$ cat src/rtl/snn_spike_readout.sv
// Spike-count readout: accumulates N_T spike vectors, then argmax-scans one neuron per cycle.
// Result pulses N_IN+1 cycles after the final vector; no backpressure, vectors outside ACCUM flag err_overrun.
module snn_spike_readout #(
  parameter int N_IN  = 30,
  parameter int N_T   = 25,
  parameter int CNT_W = 8,
  parameter int IDX_W = 5
) (
  input  logic             clk,
  input  logic             rst_n,
  input  logic             clear,
  input  logic             spk_valid,
  input  logic [N_IN-1:0]  spk_bits,
  output logic             busy,
  output logic             class_valid,
  output logic [IDX_W-1:0] class_idx,
  output logic [CNT_W-1:0] max_count,
  output logic             err_overrun
);

  localparam int STEP_W = (N_T > 1) ? $clog2(N_T) : 1;

  typedef enum logic [1:0] {IDLE, ACCUM, SCAN, OUT} state_t;

  state_t            state, state_nxt;
  logic [CNT_W-1:0]  cnt [N_IN];
  logic [STEP_W-1:0] step;
  logic [IDX_W-1:0]  scan_idx, run_idx;
  logic [CNT_W-1:0]  run_max, scan_cnt;
  logic              last_step, last_scan, take, accum_hit;

  assign last_step = (step == STEP_W'(N_T - 1));
  assign last_scan = (scan_idx == IDX_W'(N_IN - 1));
  assign accum_hit = (state == ACCUM) && spk_valid;
  assign take      = (scan_cnt > run_max);

  always_comb begin
    scan_cnt = '0;
    for (int i = 0; i < N_IN; i++) begin
      if (scan_idx == IDX_W'(i)) scan_cnt = cnt[i];
    end
  end

  always_ff @(posedge clk or negedge rst_n) begin
    if (!rst_n) state <= IDLE;
    else        state <= state_nxt;
  end

  always_comb begin
    state_nxt   = state;
    busy        = (state == ACCUM) || (state == SCAN);
    class_valid = (state == OUT);
    if (clear) begin
      state_nxt = ACCUM;
    end else begin
      case (state)
        IDLE:    state_nxt = IDLE;
        ACCUM:   if (spk_valid && last_step) state_nxt = SCAN;
        SCAN:    if (last_scan) state_nxt = OUT;
        OUT:     state_nxt = IDLE;
        default: state_nxt = IDLE;
      endcase
    end
  end

  // Per-neuron saturating counters; counts persist after OUT until the next clear.
  always_ff @(posedge clk or negedge rst_n) begin
    if (!rst_n) begin
      for (int i = 0; i < N_IN; i++) cnt[i] <= '0;
    end else if (clear) begin
      for (int i = 0; i < N_IN; i++) cnt[i] <= '0;
    end else if (accum_hit) begin
      for (int i = 0; i < N_IN; i++) begin
        if (spk_bits[i] && (cnt[i] != {CNT_W{1'b1}})) cnt[i] <= cnt[i] + CNT_W'(1);
      end
    end
  end

  always_ff @(posedge clk or negedge rst_n) begin
    if (!rst_n) begin
      step        <= '0;
      scan_idx    <= '0;
      run_idx     <= '0;
      run_max     <= '0;
      class_idx   <= '0;
      max_count   <= '0;
      err_overrun <= '0;
    end else if (clear) begin
      step        <= '0;
      err_overrun <= 1'b0;
    end else begin
      if (spk_valid && (state != ACCUM)) err_overrun <= 1'b1;
      if (accum_hit) begin
        step <= last_step ? '0 : step + STEP_W'(1);
        if (last_step) begin
          scan_idx <= '0;
          run_idx  <= '0;
          run_max  <= '0;
        end
      end
      if (state == SCAN) begin
        scan_idx <= scan_idx + IDX_W'(1);
        if (take) begin
          run_max <= scan_cnt;
          run_idx <= scan_idx;
        end
        // Fold in the last comparison here so the result is visible in the OUT cycle.
        if (last_scan) begin
          class_idx <= take ? scan_idx : run_idx;
          max_count <= take ? scan_cnt : run_max;
        end
      end
    end
  end

endmodule
$ cat config.mk
export PLATFORM = sky130hd
export DESIGN_NAME = snn_spike_readout
export DESIGN_NICKNAME = d
export VERILOG_FILES = /design/src/rtl/snn_spike_readout.sv
export SDC_FILE = /design/constraint.sdc
export NUM_CORES = 1
export LEC_CHECK = 0
export ABC_AREA = 1
export BUFFER_PORTS_ARGS = -buffer_cell sky130_fd_sc_hd__buf_2
export CAP_MARGIN = 20
export CELL_PAD_IN_SITES_DETAIL_PLACEMENT = 0
export CELL_PAD_IN_SITES_GLOBAL_PLACEMENT = 2
export CORE_UTILIZATION = 30
export DETAILED_ROUTE_END_ITERATION = 10
export GPL_ROUTABILITY_DRIVEN = 0
export PLACE_DENSITY_LB_ADDON = 0.1
export SETUP_SLACK_MARGIN = 0.1
export SYNTH_ARGS = -nofsm -noshare
export SYNTH_HDL_FRONTEND = slang
export SYNTH_SLANG_ARGS = --single-unit
$ cat constraint.sdc
create_clock -name clk -period 6.2 [get_ports clk]
set_input_delay 0 -clock clk [delete_from_list [all_inputs] [get_ports clk]]
set_output_delay 0 -clock clk [all_outputs]
set_load 0.02 [all_outputs]
; ---- Yosys cells after proc, flatten, opt, wreduce, memory -nomap -nowiden
; Index checks and enable logic that the tools add are counted.
[classes]
n_addsub = 32
magnitude_cmp = 1
eq_ne = 66
n_mux = 84
n_bitwise = 1
reduce_logical = 104
[op_table]
columns = op, n
row1 = $mux W8, 65
row2 = $mux W240, 2
row3 = $add A8 B1 Y8 const B, 30
row4 = $ne A8 B8 Y1 const B, 30
row5 = $eq A5 B5 Y1 const B, 15
row6 = $reduce_bool A2 Y1, 34
row7 = $reduce_and A2 Y1, 31
row8 = $mux W5, 11
row9 = $eq A5 B4 Y1 const B, 8
row10 = $logic_and A1 B1 Y1, 33
row11 = $eq A5 B3 Y1 const B, 4
row12 = $add A5 B1 Y5 const B, 2
row13 = $eq A5 B2 Y1 const B, 2
row14 = $gt A8 B8 Y1, 1
row15 = $mux W2, 3
row16 = $pmux W2 S3, 1
row17 = $reduce_and A3 Y1, 2
row18 = $eq A5 B1 Y1 const B, 1
row19 = $logic_not A5 Y1, 1
row20 = $eq A2 B2 Y1 const B, 2
row21 = $ne A3 B2 Y1 const B, 1
row22 = $ne A3 B3 Y1 const B, 1
row23 = $eq A2 B1 Y1 const B, 1
row24 = $logic_not A2 Y1, 1
row25 = other kinds (5), 6
[word_totals]
ff_bits = 279
in_bits = 34
out_inout_bits = 16
wordCells = 326

; ---- Longest topological paths before layout
; Gate-level depths: netlist of the first run.
[logic_depth]
word_depth = 34
mapped_depth = 53
depth_no_buf = 52

; ---- Worst setup path after synthesis of the first run
; Ideal clock, no wire load.
[synth_timing]
path_type = flip-flop to flip-flop
startpoint = register scan_idx[0]
endpoint = register run_max[3]
setup_ns = 0.123
arrival_time_ns = 4.497
required_ns = 6.077
path_slack_ns = 1.580
path_stages_with_launch = 50
n_path_buf = 2
synth_period_minus_slack_ns = 4.620
cell_sequence = dfrtp_1 inv_1 ha_1 inv_1 nor2_2 inv_1 nor2_2 inv_2 buf_6 o21ai_0 inv_1 nand2_1 nand2_1 nand2_1 nand2_1 nand2_1 nand3_1 nand2_1 (+14 left out) nand2_1 nand2_1 nand2_1 nand2_1 nand2_1 nand2_1 inv_1 ha_1 nand2_1 nor2_1 nand2_1 o211ai_1 nand2_1 nor2_1 inv_1 clkbuf_1 a31oi_1 a21oi_2
[synth_via]
elab_chain_cells = 34
word_cells_on_any_way = 63
cone_classes = order compare: 1 / eq/ne: 29 / mux: 32 / reduce/logical: 1
[synth_lines]
columns = element, line
row1 = "start, declared", 28  ; logic [IDX_W-1:0] scan_idx, run_idx;
row2 = "start signal, assigned", 102  ; scan_idx <= scan_idx + IDX_W'(1);
row3 = $logic_not A5 Y1, 40  ; if (scan_idx == IDX_W'(i)) scan_cnt = cnt[i];
row4 = $mux W8 (29 in series), 40
row5 = $mux W8 *, 40
row6 = $gt A8 B8 Y1, 35  ; assign take = (scan_cnt > run_max);
row7 = $mux W8 *, 103  ; if (take) begin
row8 = $mux W8 *, 101  ; if (state == SCAN) begin
row9 = "end signal, assigned", 104  ; run_max <= scan_cnt;
row10 = "end, declared", 29  ; logic [CNT_W-1:0] run_max, scan_cnt;
; Mark *: on every way between the ends. The rest lies on a longest branch, timed or not.
; A chain may end at the register's enable or synchronous reset.

; ---- Worst setup path in the final report of the first run
; Same ends and word-level chain as after synthesis.

==> impl_results.md, run 1 <==
- Starting density of the core: 30.59%
- Drt pass-1 iters: 5
- H-tree lvl count: 2
- Clk slew on worst S/H paths: 60 ps
- Final Max Slew Viols: 0
- Inserted Clock Buffers: 39
- CP Max Fanout: 13
- Syn avg cell area: 7.009 sq um
- RSZ-0062 raised after global routing: yes
- Critical-path top delay cell: dfrtp_1
- Synth warnings: 0
- Mapped Nets: 2,505
- Least-Margin Pin Slew: 1108 ps
- DR WL/cell: approximately 16 um
- Ports: 50
- Post-synthesis cell type count: 38
- Worst skew pair latency: around 560 ps
- Layout cells sized above 1: 7.264%
- Critical Path AT: 5870 ps
- Remaining routing DRC violations: 0
- First-pass GRT wire length: between 80 and 90 mm
- Synth Instances: 2,423
- Grt total ovfl: 0
- CP startpoint: scan_idx[0]
- Hold Crit Class: primary input to asynchronous set/reset pin
- VDD IR-drop max: 0.1572 mV
- Power density over the cells: around 360 nW/um^2
- Post-synthesis sequential area ratio: 41.11%
- Max clock buf depth: 3
- Crit-path max cell delay: 490 ps
- Filler Cell Count: 6,069
- Rel. slew slack: 25.72%
- Post-DP HPWL: 37.53 mm
- Main synth FF type: dfrtp_1
- Pin count of the biggest net entering global routing: between 90 and 100
- Status: complete, no violations
- Crit path top cell by count: nand2_1
- Setup TNS Final: 0 ps
- Worst path required time: 6640 ps
- Vias per inst: 4.836
- Post-Synthesis Cell Area: 16,980 sq um
- DRT antenna net count: 0
- Clock skew: between 20 and 25 ps
- Critical R2R Launch: scan_idx[0]
- CTS Sinks: 279
- WL final: 53.01 mm
- #FFs+latches synth: between 200 and 300
- CTS tree: built
- Tmin final: 5432 ps
- Hold Vio Cnt, Final: 0
- Syn-to-layout area delta: 15.83%
- Tcrit/Tclk final: 87.61%
- Vias in the first global route: 15,420
- Antenna diodes: 0
- Startpoint types: flip-flop
- Die area: about 58,000 sq um
- # setup viols final: 0
- Synth async-reset ratio: 100.0%
- Root Driver: clkbuf_16
- Placed instance area: 18,110 sq um
- Nets: 2,585
- Row cnt: 86
- Multi-input logic area: 8150 sq um
- R2R depth: 46
- Leakage power: 8.515 nW
- DIE WIDTH: 239.9 um
- Design Area, Final: slightly below 20,000 sq um
- Final worst hold slack: 36.20 ps
- Initial antenna violation count: 0
- Initial DRC Count: roughly 1,100
- IO Port Bufs: 49
- R2r setup slk: approximately 770 ps
- Crit Path Class: flip-flop to flip-flop
- MaxCap Viol Count: 0
- DR vias: 15,870
- GRT Util Overall: 18.87%
- Worst setup EP type: flip-flop
- Die H: 239.9 um
- Core area: 55,520 sq um
- Seq. cell area: 6982 sq um
- Fmax: 0.1841 GHz
- Post-synth EDFFs: 0
- R2r endpoint: run_max[3]
[area by class of cell]
| cell class | instances | area share (%) |
|---|---|---|
| clock inverters | 17 | 0.6488 |
| clock buffers | 54 | 5.553 |
| flip-flops and latches | 279 | 35.49 |
| inverters | 422 | 8.110 |
| repair buffers | 108 | 3.969 |
| multi-input cells | 1652 | 41.43 |
| well taps | 748 | 4.758 |
| repair inverters | 1 | 0.03816 |
[flip-flops by register name (all words and copies together) (netlist names)]
register	cells
run_idx	5
state	2
class_idx	5
err_overrun	1
step	5
scan_idx	5
run_max	8
cnt	240
max_count	8
[cells in the mapped netlist (5+ instances only)]
cell / number / share of area [%]
a21oi_1: 261 / 7.7
o21bai_1: 5 / 0.22
ha_1: 48 / 3.5
buf_2: 8 / 0.24
dfrtp_1: 279 / 41
a211oi_1: 16 / 0.71
o21ai_1: 29 / 0.85
nor3b_1: 17 / 0.75
o21ai_0: 253 / 7.5
nor2_2: 5 / 0.18
and3_1: 16 / 0.59
inv_1: 410 / 9.1
nor4_1: 7 / 0.26
nor3_1: 177 / 5.2
nand4_1: 28 / 1.0
nor2_1: 130 / 2.9
nand2_1: 504 / 11
clkbuf_1: 55 / 1.2
a31oi_1: 16 / 0.59
nand3_1: 118 / 3.5
inv_2: 10 / 0.22
[how the worst max path moves through the flow]
stage | to | slack [ps] | cells past startpoint
floorplan | run_max[3] | 1580 | 49
global placement | run_max[3] | 630 | 46
detailed placement | run_max[3] | 560 | 46
CTS | run_max[3] | 510 | 46
global route | run_max[5] | 90 | 46
finish | run_max[3] | 770 | 46
[routing by layer]
layer	wire length [um]	track usage (%)	up-vias
met4	1088	5.269	0
li1	-	-	8125
met1	27520	28.11	7480
met5	0	0	-
met3	1691	2.526	59
met2	22710	28.25	203
[power breakdown]
group          total (W)  switching [W]  internal [W]
logic            0.00264        0.00187      0.000775
registers        0.00219       0.000168       0.00202
clock network    0.00217       0.000892       0.00128
[logic make-up (layout without fill, tap and decap cells)]
kind of cell | after synthesis | in the layout | synth area share, %
AOI/OAI and AO/OA | 588 | 588 | 17.87
DFF | 279 | 279 | 41.11
buffers and inverters | 492 | 602 | 11.15
and+or+nand+nor | 1015 | 1015 | 26.29
xor gates and xnor gates | 1 | 1 | 0.05158
adders and majority gates | 48 | 48 | 3.536
[cells in the final DEF (no fill, tap or decap), types with 2 or more instances in the layout]
cell type	n
clkinv_2	11
nand2_1	503
ha_1	47
or2_2	2
nor3_2	3
inv_2	11
o21ai_1	29
dlygate4sd3_1	27
a31oi_1	16
dfrtp_1	279
o211ai_1	2
nor2_1	129
buf_2	47
clkinvlp_4	3
o21ai_0	253
nor3b_1	17
nand3_2	5
nor2_4	2
clkbuf_16	39
inv_6	4
nand3_1	116
buf_4	32
and3_1	16
nor4_1	7
o22ai_1	3
nand4_1	28
o21bai_1	5
nor3_4	2
a21oi_1	261
a211oi_1	16
nor3_1	175
clkbuf_8	6
nor2_2	4
inv_1	407
nand2_2	4
clkbuf_1	9
[worst max-delay path: cells and delay by family (launching register included)]
family | cells | cell delay [ps]
DFF | 1 | 490
and+or+nand+nor | 32 | 2840
AOI/OAI and AO/OA | 7 | 850
buffers and inverters | 5 | 610
adders and majority gates | 2 | 480
[stage by stage]
| stage | power (W) | util, % | std cells | setup WS (ps) |
|---|---|---|---|---|
| 5_1_grt | 0.007597 | 35.43 | 3281 | 89.31 |
| 3_3_place_gp | 0.004840 | 32.61 | 3178 | 633.6 |
| 2_1_floorplan | 0.003852 | - | 2423 | 1580 |
| 3_5_place_dp | 0.004843 | 32.61 | 3178 | 555.1 |
| 6_report | 0.006995 | 35.43 | 3281 | 767.9 |
| 4_1_cts | 0.007099 | 35.30 | 3276 | 514.6 |
[repair_timing]
item,in CTS,in global routing
buffers inserted,0,4
gates resized for setup,0,11
hold buffers,27,0
setup endpoints to repair,0,23
endpoints found under the hold margin,155,0
Note: power is estimated with default switching activity, not from simulation.
==> inputs of run 2 (changes only) <==
--- a/config.mk
+++ b/config.mk
@@ -10,6 +10,7 @@
 export CAP_MARGIN = 20
 export CELL_PAD_IN_SITES_DETAIL_PLACEMENT = 0
 export CELL_PAD_IN_SITES_GLOBAL_PLACEMENT = 2
+export CORE_MARGIN = 8
 export CORE_UTILIZATION = 30
 export DETAILED_ROUTE_END_ITERATION = 10
 export GPL_ROUTABILITY_DRIVEN = 0
==> constraint.sdc (replaced) <==
create_clock -name clk -period 6.2 [get_ports clk]
set_input_delay 1.24 -clock clk [delete_from_list [all_inputs] [get_ports clk]]
set_output_delay 1.24 -clock clk [all_outputs]
set_load 0.02 [all_outputs]
==> impl_results.md, run 2 (same netlist as run 1, synthesis figures left out) <==
- Layout cells sized above 1: 7.066% (-0.20 points)
- Final Max Slew Viols: 0 (unchanged)
- Total internal power: 0.004097 W (+0.67%)
- DR WL/cell: 16.96 um (+5.0%)
- Initial antenna violation count: 0 (unchanged)
- Power Total: 0.007000 W (about the same)
- CP delay by family, top: simple AND/OR/NAND/NOR gates
- VDD IR-drop max: 0.1546 mV (-1.7%)
- Setup TNS Final: 0 ps (unchanged)
- Multi-input logic area: 8143 sq um (about the same)
- Worst path required time: 6630 ps (about the same)
- Die H: 253.9 um (+5.8%)
- Top Registers: cnt x240, max_count x8, run_max x8
- CTS Sinks: 279 (unchanged)
- WL final: 55.32 mm (+4.4%)
- Remaining routing DRC violations: 0 (unchanged)
- Power density over the cells: 360.0 nW/um^2 (+1.2%)
- Largest register FFs: 240 (unchanged)
- First-pass GRT wire length: 89.21 mm (+4.1%)
- Critical Path AT: 5870 ps (about the same)
- NetSw: 0.002902 W (-0.77%)
- IO Port Bufs: 49 (unchanged)
- Commonest non-fill, non-tap cell in the layout: nand2_1
- Antenna diodes: 0 (unchanged)
- Crit Path Class: flip-flop to flip-flop
- Crit-path max cell delay: 490 ps (about the same)
- DR vias: 15,890 (+0.17%)
- Max clock buf depth: 3 (unchanged)
- Vias per inst: 4.874 (+0.78%)
- Non-Filler Instances: 3,261 (-0.61%)
- Core area: 56,170 sq um (+1.2%)
- Switching share of power: 41.46% (-0.35 points)
- Post-DP HPWL: 39.36 mm (+4.9%)
- Root Driver: clkbuf_16
- DIE WIDTH: 253.9 um (+5.8%)
- Fmax: 0.1837 GHz (-0.20%)
- Inserted Clock Buffers: 38 (-2.6%)
- Placed cells: 3,192 (+0.44%)
- Syn-to-layout area delta: 14.51%
- Die area: 64,480 sq um (+12%)
- Row cnt: 87 (+1.2%)
- # setup viols final: 0 (unchanged)
- CTS tree: built
- Finished Core Util: 34.62% (-0.81 points)
- DRT antenna net count: 0 (unchanged)
- Most flop-heavy register: cnt
- Placed instance area: 18,190 sq um (+0.44%)
- Critical-path top delay cell: dfrtp_1
- MaxCap Viol Count: 0 (unchanged)
- Clk slew on worst S/H paths: 60 ps (about the same)
- Pin count of the biggest net entering global routing: 145 (+54%)
- Ports: 50 (unchanged)
- Seq. cell area: 6982 sq um (unchanged)
- Tmin final: 5443 ps (+10.66 ps)
- Rel. slew slack: 37.97% (+12 points)
- Vias in the first global route: 15,440 (+0.10%)
- RSZ-0062 raised after global routing: no
- Starting density of the core: 30.23% (-0.35 points)
- Crit path top cell by count: nand2_1
- Least-Margin Pin Slew: 930.4 ps (-177.8 ps)
- Leakage power: 8.434 nW (-0.95%)
- Number of setup buffers added after CTS: 0 (unchanged)
- Reg power frac: 31.5% (+0.2 points)
- CP Max Fanout: 9 (-4)
- Hold Vio Cnt, Final: 0 (unchanged)
- Worst skew pair latency: 560 ps (about the same)
- Initial DRC Count: 1,075 (-0.28%)
- H-tree lvl count: 2 (unchanged)
- GRT Util Overall: 17.34% (-1.5 points)
- WP buf/inv: 5 (unchanged)
- Clock skew: 18.53 ps (-3.654 ps)
- Grt total ovfl: 0 (unchanged)
- Worst setup EP type: flip-flop
- Hold Crit Class: flip-flop to flip-flop
- Drt pass-1 iters: 5 (unchanged)
- Filler Cell Count: 6,254 (+3.0%)
- Gate power share: 37.1% (-0.6 points)
- Design Area, Final: 19,450 sq um (-1.1%)
- Most frequent cells in the layout: nand2_1 (503), inv_1 (408), dfrtp_1 (279)
- Status: complete, no violations
- Nets: 2,559 (-1.0%)
- Startpoint types: flip-flop
- Clock network power share: 31.4% (+0.4 points)
- Tcrit/Tclk final: 87.79% (+0.17 points)
run 2: cell types whose count changed in the layout (fill, tap and decap cells not counted), moves of 2 or more:
cell and delta:
clkbuf_1 +3, dlygate4sd3_1 -27, clkinvlp_4 -3, buf_12 +2, clkbuf_8 +4, inv_6 -2
clkinv_2 -6
run 2: stage by stage:
step	hold slack [ps]	setup WS, ps
global placement	457.5	555.7
floorplan	468.1	1580
finish	474.0	757.3
CTS	476.5	451.2
detailed placement	460.8	481.2
global route	507.0	125.8
run 2: repair_timing:
action                     CTS  global route
hold buffers                 0             0
setup endpoints to repair    0            25
gates resized for setup      0             7
run 2: area by class of cell:
cell class                      instances  area share (%)
Clock buffer                           61           5.958
Inverter                              422           8.184
Clock inverter                          7          0.3281
Timing Repair Buffer                   84           2.889
Tap cell                              756           4.864
Multi-Input combinational cell       1652           41.87
Sequential cell                       279           35.90
run 2: final timing paths:
| check | cells after the start | startpoint | end | slack (ps) |
|---|---|---|---|---|
| setup / recovery | 45 | scan_idx[0] | run_idx[1] | 760 |
| hold / removal | 2 | max_count[2] | max_count[2] | 470 |
| setup reg to reg | 45 | scan_idx[0] | run_idx[1] | 760 |
| hold reg to reg | 2 | max_count[2] | max_count[2] | 470 |
| max in group asynchronous | 2 | rst_n | cnt[118] | 4060 |
| min in group asynchronous | 1 | rst_n | cnt[139] | 710 |
run 2: layer usage:
metal  part of all wire [%]  vias up  GRT usage, %  wire (um)
li1                       -     8066             -          -
met1                     51     7512         25.67      28140
met2                     43      261         26.23      23880
met3                    4.4       55         2.812       2412
met4                    1.6        0         3.693        887
met5                      0        -             0          0
run 2: tightest hold or removal path, stage by stage (launching register included):
cell,delay (ps)
dfrtp_1,340
nand2_1,50
nand2_1,50
run 2: power groups by stage:
stage          clock [W]  sequential [W]  combinational [W]
3_3_place_gp           0         0.00223            0.00261
6_report         0.00220         0.00221            0.00260
5_1_grt          0.00236         0.00224            0.00300
4_1_cts          0.00229         0.00221            0.00262
2_1_floorplan          0         0.00221            0.00164
3_5_place_dp           0         0.00224            0.00261
